### src/rtl/m_vector_streamer.sv
// Burst streamer: issues BURST_LEN strided reads per start, captures the returning words into a
// credit-limited FIFO and walks layer/minor/major positions across bursts.
module m_vector_streamer #(
   parameter int unsigned DATA_W      = 16,
   parameter int unsigned ROW_W       = 6,
   parameter int unsigned Q_BITS      = 2,
   parameter int unsigned LAYERS      = 4,
   parameter int unsigned BURST_LEN   = 8,
   parameter int unsigned ROW_OFFSET  = 4,
   parameter int unsigned ROW_STRIDE  = 4,
   parameter int unsigned MEM_LATENCY = 2,
   parameter int unsigned FIFO_DEPTH  = 4,
   localparam int unsigned ADDR_W     = ROW_W + 2 * Q_BITS
) (
   input  logic              clock,
   input  logic              clear,
   input  logic              en,
   input  logic              start,
   output logic              busy,
   output logic [ADDR_W-1:0] mem_addr,
   output logic              mem_en,
   input  logic [DATA_W-1:0] mem_rdata,
   output logic              out_valid,
   input  logic              out_ready,
   output logic [DATA_W-1:0] out_data,
   output logic              out_last,
   output logic              sweep_done
);

   localparam int unsigned KW = (BURST_LEN > 1) ? $clog2(BURST_LEN) : 1;
   localparam int unsigned LW = (LAYERS > 1) ? $clog2(LAYERS) : 1;
   localparam int unsigned PW = $clog2(FIFO_DEPTH);
   localparam int unsigned CW = $clog2(FIFO_DEPTH + 1);
   localparam int unsigned NW = $clog2(FIFO_DEPTH + MEM_LATENCY + 2);

   typedef enum logic [1:0] {StIdle, StIssue, StDrain} state_e;

   state_e                 state_q;
   logic [KW-1:0]          k_q;
   logic [ROW_W-1:0]       row_q;
   logic [LW-1:0]          layer_q;
   logic [Q_BITS-1:0]      minor_q;
   logic [Q_BITS-1:0]      major_q;
   logic                   mem_last_q;
   logic [MEM_LATENCY-1:0] vld_q;
   logic [MEM_LATENCY-1:0] lst_q;
   logic [DATA_W-1:0]      fifo_data [FIFO_DEPTH];
   logic [FIFO_DEPTH-1:0]  fifo_last;
   logic [PW-1:0]          wr_ptr_q;
   logic [PW-1:0]          rd_ptr_q;
   logic [CW-1:0]          count_q;
   logic [2*Q_BITS-1:0]    col;
   logic [NW-1:0]          credit;
   logic                   push;
   logic                   pop;
   logic                   fire;

   function automatic logic [PW-1:0] ptr_inc(input logic [PW-1:0] p);
      return (p == PW'(FIFO_DEPTH - 1)) ? '0 : p + PW'(1);
   endfunction

   always_comb begin
      col = '0;
      for (int i = 0; i < Q_BITS; i++) begin
         col[2*i+1] = major_q[i];
         col[2*i]   = minor_q[i];
      end
   end

   // Every word already issued but not yet in the FIFO holds a slot; the same-cycle pop frees one.
   always_comb begin
      credit = NW'(count_q) + NW'(mem_en) - NW'(pop);
      for (int i = 0; i < MEM_LATENCY; i++) begin
         credit = credit + NW'(vld_q[i]);
      end
   end

   assign out_valid = (count_q != '0);
   assign pop       = out_valid & out_ready;
   assign push      = vld_q[MEM_LATENCY-1];
   assign fire      = (state_q == StIssue) && en && (credit < NW'(FIFO_DEPTH));
   assign out_data  = fifo_data[rd_ptr_q];
   assign out_last  = out_valid & fifo_last[rd_ptr_q];

   always_ff @(posedge clock) begin
      if (clear) begin
         state_q    <= StIdle;
         busy       <= 1'b0;
         mem_en     <= 1'b0;
         mem_addr   <= '0;
         mem_last_q <= 1'b0;
         k_q        <= '0;
         row_q      <= '0;
         layer_q    <= '0;
         minor_q    <= '0;
         major_q    <= '0;
         sweep_done <= 1'b0;
      end else begin
         mem_en     <= 1'b0;
         mem_last_q <= 1'b0;
         sweep_done <= 1'b0;
         unique case (state_q)
            StIdle: begin
               if (start) begin
                  state_q <= StIssue;
                  busy    <= 1'b1;
                  k_q     <= '0;
                  row_q   <= ROW_W'(ROW_OFFSET) + ROW_W'(layer_q);
               end
            end
            StIssue: begin
               if (fire) begin
                  mem_en     <= 1'b1;
                  mem_addr   <= {row_q, col};
                  mem_last_q <= (k_q == KW'(BURST_LEN - 1));
                  row_q      <= row_q + ROW_W'(ROW_STRIDE);
                  k_q        <= k_q + KW'(1);
                  if (k_q == KW'(BURST_LEN - 1)) state_q <= StDrain;
               end
            end
            StDrain: begin
               if (pop && out_last) begin
                  state_q <= StIdle;
                  busy    <= 1'b0;
                  if (layer_q == LW'(LAYERS - 1)) begin
                     layer_q <= '0;
                     if (minor_q == '1) begin
                        minor_q <= '0;
                        if (major_q == '1) begin
                           major_q    <= '0;
                           sweep_done <= 1'b1;
                        end else begin
                           major_q <= major_q + Q_BITS'(1);
                        end
                     end else begin
                        minor_q <= minor_q + Q_BITS'(1);
                     end
                  end else begin
                     layer_q <= layer_q + LW'(1);
                  end
               end
            end
            default: state_q <= StIdle;
         endcase
      end
   end

   always_ff @(posedge clock) begin
      if (clear) begin
         vld_q    <= '0;
         lst_q    <= '0;
         wr_ptr_q <= '0;
         rd_ptr_q <= '0;
         count_q  <= '0;
      end else begin
         vld_q[0] <= mem_en;
         lst_q[0] <= mem_last_q;
         for (int i = 1; i < MEM_LATENCY; i++) begin
            vld_q[i] <= vld_q[i-1];
            lst_q[i] <= lst_q[i-1];
         end
         if (push) wr_ptr_q <= ptr_inc(wr_ptr_q);
         if (pop)  rd_ptr_q <= ptr_inc(rd_ptr_q);
         count_q <= count_q + CW'(push) - CW'(pop);
      end
   end

   always_ff @(posedge clock) begin
      if (push) begin
         fifo_data[wr_ptr_q] <= mem_rdata;
         fifo_last[wr_ptr_q] <= lst_q[MEM_LATENCY-1];
      end
   end

endmodule

### config.mk
export PLATFORM = sky130hd
export DESIGN_NAME = m_vector_streamer
export DESIGN_NICKNAME = d
export VERILOG_FILES = /design/src/rtl/m_vector_streamer.sv
export SDC_FILE = /design/constraint.sdc
export NUM_CORES = 1
export LEC_CHECK = 0
export CORE_ASPECT_RATIO = 0.7
export CORE_UTILIZATION = 35
export CTS_BUF_LIST = sky130_fd_sc_hd__clkbuf_8
export CTS_CLUSTER_DIAMETER = 120
export DETAILED_ROUTE_END_ITERATION = 16
export SETUP_SLACK_MARGIN = 0.5
export SLEW_MARGIN = 20
export SYNTH_ARGS = -nofsm -noshare
export SYNTH_HDL_FRONTEND = slang
export SYNTH_SLANG_ARGS = --single-unit
### constraint.sdc
create_clock -name clock -period 2.87 [get_ports clock]
set_clock_uncertainty 0.2 [all_clocks]
set_input_delay 0.4305 -clock clock [delete_from_list [all_inputs] [get_ports clock]]
set_output_delay 0.4305 -clock clock [all_outputs]
set_load 0.05 [all_outputs]
-- After elaboration in Yosys (flattened, before gate mapping)
Memories as Yosys holds them, arrays and structs flattened. A register that Yosys moved wholly into a read port is not among the register bits.
Index checks and enable logic that the tools add are counted.
- register bits: 46
- memories: 1
- input bits: 21
- output and inout bits: 31
- logic and storage cells: 104
- memory bits (writable): 64
- $lt $le $gt $ge: 4
- bitwise logic cells: 8
- reduce and logical (&&, ||, !) cells: 18
- equal/unequal tests: 12
- add/subtract/negate cells: 14
- multiplexer cells: 30
- memories (name ; depth ; bits a word ; rd ports ; clocked after memory_dff ; wr ports ; line ; text):
    fifo_data ; 4 ; 16 ; 1 ; 1 ; 1 ; 47 ; logic [DATA_W-1:0] fifo_data [FIFO_DEPTH];
- operators by type and width (kind ; count):
    $mux 2 ; 11
    $add 3x1->3 ; 4
    $eq 2x2->1 const B ; 6
    $mux 6 ; 2
    $pmux 6 s2 ; 1
    $add 2x1->2 const B ; 5
    $reduce_and 3->1 ; 3
    $mux 1 ; 8
    $reduce_and 4->1 ; 2
    $add 6x3->6 const B ; 1
    $lt 2x3->1 const B ; 2
    $mux 3 ; 2
    $ne 2x2->1 const B ; 3
    $not 1->1 ; 6
    $pmux 2 s3 ; 1
    $pmux 3 s2 ; 1
    $sub 3x1->3 ; 2
    $reduce_or 5->1 ; 1
    $add 3x2->4 const A ; 1
    $bwmux 4 ; 1
    $logic_and 1x1->1 ; 4
    $reduce_and 2->1 ; 2
    $reduce_bool 2->1 ; 2
    $add 3x1->3 const B ; 1
    13 further kinds ; 14

-- Longest topological paths before layout
- depth after elaboration: 9
- gate-level depth with buffers: 11

-- Worst setup path after synthesis
OpenSTA, ideal clock, no wires.
- path type: register to register
- start point: register count_q[1]
- end point: register row_q[3]
- slack: -197 ps
- library setup time: 70 ps
- arrival time: 2797 ps
- cell stages (with the launch flop): 12
- cells stage by stage: dfxtp_1 > o31a_1 > buf_2 > ha_1 > inv_1 > fa_1 > ha_1 > a31oi_2 > xor2_2 > buf_4 > nand3_1 > a21oi_1
- longest elaborated chain between the ends: 9
- elaborated cells on any way between the ends: 10
- classes of those cells: add/sub: 4; order compare: 1; eq/ne: 1; bitwise: 1; reduce/logical: 3
- RTL lines (item ; line ; text):
    from (decl) ; 51 ; logic [CW-1:0] count_q;
    from (signal assigned) ; 164 ; count_q <= count_q + CW'(push) - CW'(pop);
    $reduce_bool 3->1 ; 78 ; assign out_valid = (count_q != '0);
    $and 1x1->1 ; 79 ; assign pop = out_valid & out_ready;
    net pop ; 55 ; logic pop;
    $sub 3x1->3 ; 72 ; credit = NW'(count_q) + NW'(mem_en) - NW'(pop);
    $add 3x1->3 (2 in series) ; 74 ; credit = credit + NW'(vld_q[i]);
    $lt 3x3->1 ; 81 ; assign fire = (state_q == StIssue) && en && (credit < NW'(FIFO_DEPTH));
    $logic_and 1x1->1 ; 81 ;
    $ne 2x2->1 (no source line) ; n/a ;
    $reduce_and 3->1 (no source line) ; n/a ;
    to (signal assigned) ; 108 ; row_q <= ROW_W'(ROW_OFFSET) + ROW_W'(layer_q);
    to (signal assigned) ; 116 ; row_q <= row_q + ROW_W'(ROW_STRIDE);
    to (decl) ; 40 ; logic [ROW_W-1:0] row_q;
The timed path passes the listed nets, and every way through them passes these cells.
A chain may end at the register's enable or synchronous reset.

-- Worst setup path in the final report
- start point: register count_q[1]
- end point: register mem_addr[7]
- longest elaborated chain between the ends: 8
- elaborated cells on any way between the ends: 9
- classes of those cells: add/sub: 4; order compare: 1; bitwise: 1; reduce/logical: 3
- RTL lines (item ; line ; text):
    branches (longest 2 deep; another with $add 3x1->3) ; n/a ;
    $sub 3x1->3 (*) ; 72 ;
    $add 3x1->3 (*) (2 in series) ; 74 ;
    $lt 3x3->1 (*) ; 81 ;
    $logic_and 1x1->1 (*) ; 81 ;
    $reduce_and 2->1 (no source line) (*) ; n/a ;
    to (signal assigned) ; 114 ; mem_addr <= {row_q, col};
    to (decl) ; 20 ; output logic [ADDR_W-1:0] mem_addr,
Every way passes the cells marked *.

==> key figures <==
Timing
  – Rel. slew slack: 37.8%
  – Final worst path period need: 2.85 ns
  – Worst Setup Slack, final: 0.0218 ns
  – Maximum clock rate: 351 MHz
  – Setup violators final: 0
  – Count of final hold-check violations: 0
  – RSZ-0062 raised after global routing: true
  – Final period util: 99.2%
  – Final slew viol count: 0
  – Tightest Pin Transition: 0.933 ns

Floorplan
  – Core ar.: 12400 um^2
  – Cell row count: 34
  – Die width: 137 um
  – Total die area: 13200 um^2
  – Die height: 96.3 um
  – Initial Utilization: 35.8%
  – Top-Level Pins: 52

Job
  – Max Cap Viol: 0

Cells and area
  – Layout cells sized above 1: 27.8%
  – N_diodes: 0
  – Cell area after layout: 5640 um^2
  – FILL cells: 1113
  – Layout overhead on the synthesized area: 26.8%
  – Net count, final: 412

Synth
  – Mapped Cells: 300
  – Synth Register Bits: 112
  – Mux contribution to synthesized area: 10.6%
  – Syn. warnings: 0
  – Yosys cell types: 41
  – Simple-Gate Fraction of Synth Area: 7.85%
  – Synthesized area: 4450 um^2
  – Main combinational cell family by area after synthesis: multiplexers
  – Adder-cell share of the synthesized area: 5.40%
  – Avg Cell Area, Syn: 14.8 um^2
  – Xor and xnor area share after synthesis: 1.91%
  – Post-synthesis compound-gate area fraction: 5.91%
  – Sequential fraction of the synthesis area: 65.7%
  – Post-synthesis net count: 339

Clocking
  – CTS Hold Bufs: 0
  – Clock transition at the registers of the reported paths: 0.11 ns
  – Inserted Clock Buffers: 9
  – CTS tree: done
  – Clock Root Buffer: clkbuf_8
  – H-tree depth: 3
  – CTS max path bufs: 2
  – Clock Sinks: 112
  – Clk Latency, worst-skew pair: 0.37 ns

Worst setup path
  – FF-to-FF End: mem_addr[7]
  – Reg2Reg Depth: 11
  – CP arrival: 2.96 ns
  – Setup Crit Path Kind: reg2reg
  – R2r setup slk: 0.02 ns
  – Worst flop-to-flop path startpoint: count_q[1]
  – Maximum fanout along the worst path: 7
  – CP required: 2.98 ns
  – Startpoint Class: flip-flop
  – Setup crit end kind: flip-flop

Drt
  – Vias: 2650
  – Routed WL per cell: 15.9 um
  – DRT iter0 DRCs: 103
  – Post-Route WL: 8.60 mm
  – Routed Antenna Nets: 0
  – DRT Pass-1 Iters: 4
  – DRC: 0
  – Avg Vias per Cell: 4.91

Status
  – Status: complete, no violations

Power and ir drop
  – Lkg Pwr: 1.97 nW
  – Sw frac: 34.9%
  – Clk pwr share: 19.6%
  – Register share of total power: 39.8%
  – NetSw: 1.58 mW
  – Logic pwr share: 40.6%
  – Int Power: 2.95 mW
  – Cell Pwr Density: 803 nW/um^2
  – Worst vdd ir: 0.358 mV

Placed design
  – Port Buffer Count: 51
  – Place WS: -0.302 ns
  – Final Wtd Congestion: 0.744
  – Detailed Place HPWL: 5.62 mm
  – Post-Place Cell Area: 5250 um^2

Worst hold path
  – Origin of the worst min-delay path: lst_q[0]
  – WHS Path Cells: 1
  – Worst hold path class: reg2reg
  – Min-Delay Endpoint: lst_q[1]

Global route
  – Gr usage total: 13.8%
  – Remaining global-route overflow: 0
  – Initial antenna violation count: 0
  – Vias in the first global route: 2512
  – Largest net degree at the start of global routing: 21
  – First-pass GRT wire length: 13.3 mm
## cell usage after synthesis
| cell type | instances | area share [%] |
|---|---|---|
| a2111oi_2 | 1 | 0.34 |
| a21oi_1 | 17 | 1.9 |
| a2bb2oi_1 | 1 | 0.20 |
| a31oi_1 | 1 | 0.14 |
| a31oi_2 | 1 | 0.28 |
| a32oi_1 | 1 | 0.20 |
| and2_1 | 6 | 0.84 |
| buf_1 | 3 | 0.25 |
| buf_2 | 3 | 0.34 |
| buf_4 | 2 | 0.34 |
| clkbuf_1 | 7 | 0.59 |
| dfxtp_1 | 44 | 20 |
| edfxtp_1 | 68 | 46 |
| fa_1 | 2 | 0.90 |
| ha_1 | 16 | 4.5 |
| inv_1 | 12 | 1.0 |
| mux2i_1 | 9 | 2.0 |
| mux4_2 | 17 | 8.6 |
| nand2_1 | 8 | 0.68 |
| nand3_1 | 17 | 1.9 |
| nand3b_1 | 1 | 0.17 |
| nand4_1 | 3 | 0.42 |
| nor2_1 | 20 | 1.7 |
| nor2b_1 | 5 | 0.70 |
| nor3_1 | 2 | 0.23 |
| nor3b_1 | 3 | 0.51 |
| o2111ai_1 | 1 | 0.20 |
| o211a_1 | 1 | 0.23 |
| o211ai_1 | 3 | 0.51 |
| o21ai_0 | 10 | 1.1 |
| o21ai_1 | 2 | 0.23 |
| o311ai_1 | 1 | 0.20 |
| o31a_1 | 1 | 0.20 |
| o31ai_1 | 1 | 0.17 |
| or2_2 | 1 | 0.14 |
| or3_1 | 4 | 0.56 |
| xnor2_1 | 1 | 0.20 |
| xnor2_4 | 1 | 0.62 |
| xnor3_2 | 1 | 0.53 |
| xor2_1 | 1 | 0.20 |
| xor2_2 | 1 | 0.37 |
## placed cells by master, fill, tap and decap left out, types with 4 or more instances in the layout
cell,synthesis,layout
a21oi_1,17,14
and2_1,6,6
buf_4,2,31
buf_6,0,7
clkbuf_8,0,9
clkdlybuf4s50_1,0,33
dfxtp_1,44,41
edfxtp_1,68,68
ha_1,16,13
inv_1,12,11
inv_6,0,4
mux2i_1,9,9
mux4_2,17,17
nand2_1,8,7
nand3_1,17,12
nand3_2,0,5
nor2_1,20,20
nor2b_1,5,5
o21ai_0,10,8
or3_1,4,4
## worst max path at each step
stage	start	to	slack, ns	cells past startpoint
after floorplan	count_q[1]	state_q[0]	0.09	10
after global placement	out_ready	state_q[0]	-0.24	10
after detailed placement	out_ready	state_q[0]	-0.30	10
after CTS	count_q[2]	k_q[1]	0.05	12
after global routing	count_q[1]	mem_addr[3]	-0.05	11
final	count_q[1]	mem_addr[7]	0.02	11
## state kept, by name, summed over array words and instances (netlist names), named ones only
| name | cells |
|---|---|
| fifo_data | 64 |
| k_q | 3 |
| mem_en | 1 |
| fifo_last | 4 |
| major_q | 2 |
| busy | 1 |
| sweep_done | 1 |
| row_q | 6 |
| mem_addr | 10 |
| state_q | 2 |
| vld_q | 2 |
| lst_q | 2 |
| mem_last_q | 1 |
| count_q | 3 |
| wr_ptr_q | 2 |
| layer_q | 2 |
| rd_ptr_q | 2 |
| minor_q | 2 |
## timing repair
item,CTS,global route
gates cloned,2,0
endpoints found under the setup margin,39,26
pin swaps,4,10
setup buffers,2,4
gates resized for setup,19,21
## power by group through the flow
stage | Sequential, mW | Clock, mW | Combinational (mW)
after floorplan | 1.85 | 0 | 1.04
after global placement | 1.83 | 0 | 1.48
after detailed placement | 1.83 | 0 | 1.50
after CTS | 1.80 | 0.920 | 1.67
after global routing | 1.81 | 0.974 | 1.96
final | 1.80 | 0.888 | 1.84
## stage by stage
step                      cells  TNS (ns)  utilization (%)  hold WS (ns)  total power, mW
after global routing        540    -0.288             45.4         0.272             4.75
final                       540         0             45.4         0.257             4.53
after detailed placement    516     -4.05             42.2         0.238             3.32
after global placement      516     -3.71             42.2         0.231             3.31
after floorplan             300         0                -         0.214             2.89
after CTS                   536         0             44.4         0.261             4.39
## per-layer routing
metal	track usage [%]	share of wire, %	up-vias	wire length [um]
met1	19.8	48	1340	4140
met3	3.69	4.1	2	349
met5	0	0	-	0
met4	5.09	0.31	0	27
li1	-	-	1264	-
met2	19.8	47	44	4080
## critical path: stages (launching register included)
cell and delay (ns):
dfxtp_4 0.36, o31a_1 0.34, ha_4 0.28, inv_2 0.03, fa_2 0.35, ha_4 0.29
a31oi_4 0.08, buf_12 0.15, xor2_4 0.32, buf_6 0.18, nand3_1 0.09, a21oi_1 0.12
## cell type report
| type | instances | area, um^2 | area share [%] |
|---|---|---|---|
| Timing Repair Buffer | 77 | 741 | 13.1 |
| Clock inverter | 7 | 58.8 | 1.04 |
| Sequential cell | 112 | 2930 | 52.0 |
| Clock buffer | 9 | 124 | 2.20 |
| Multi-Input combinational cell | 161 | 1530 | 27.2 |
| Inverter | 12 | 45.0 | 0.799 |
| Tap cell | 162 | 203 | 3.60 |
## cell families after synthesis
logic type	Yosys count
AOI/OAI and AO/OA	42
xor gates and xnor gates	5
adders and majority gates	18
buffers and inverters	27
DFF	112
muxes	26
and+or+nand+nor	70
Note: power is estimated with default switching activity, not from simulation.
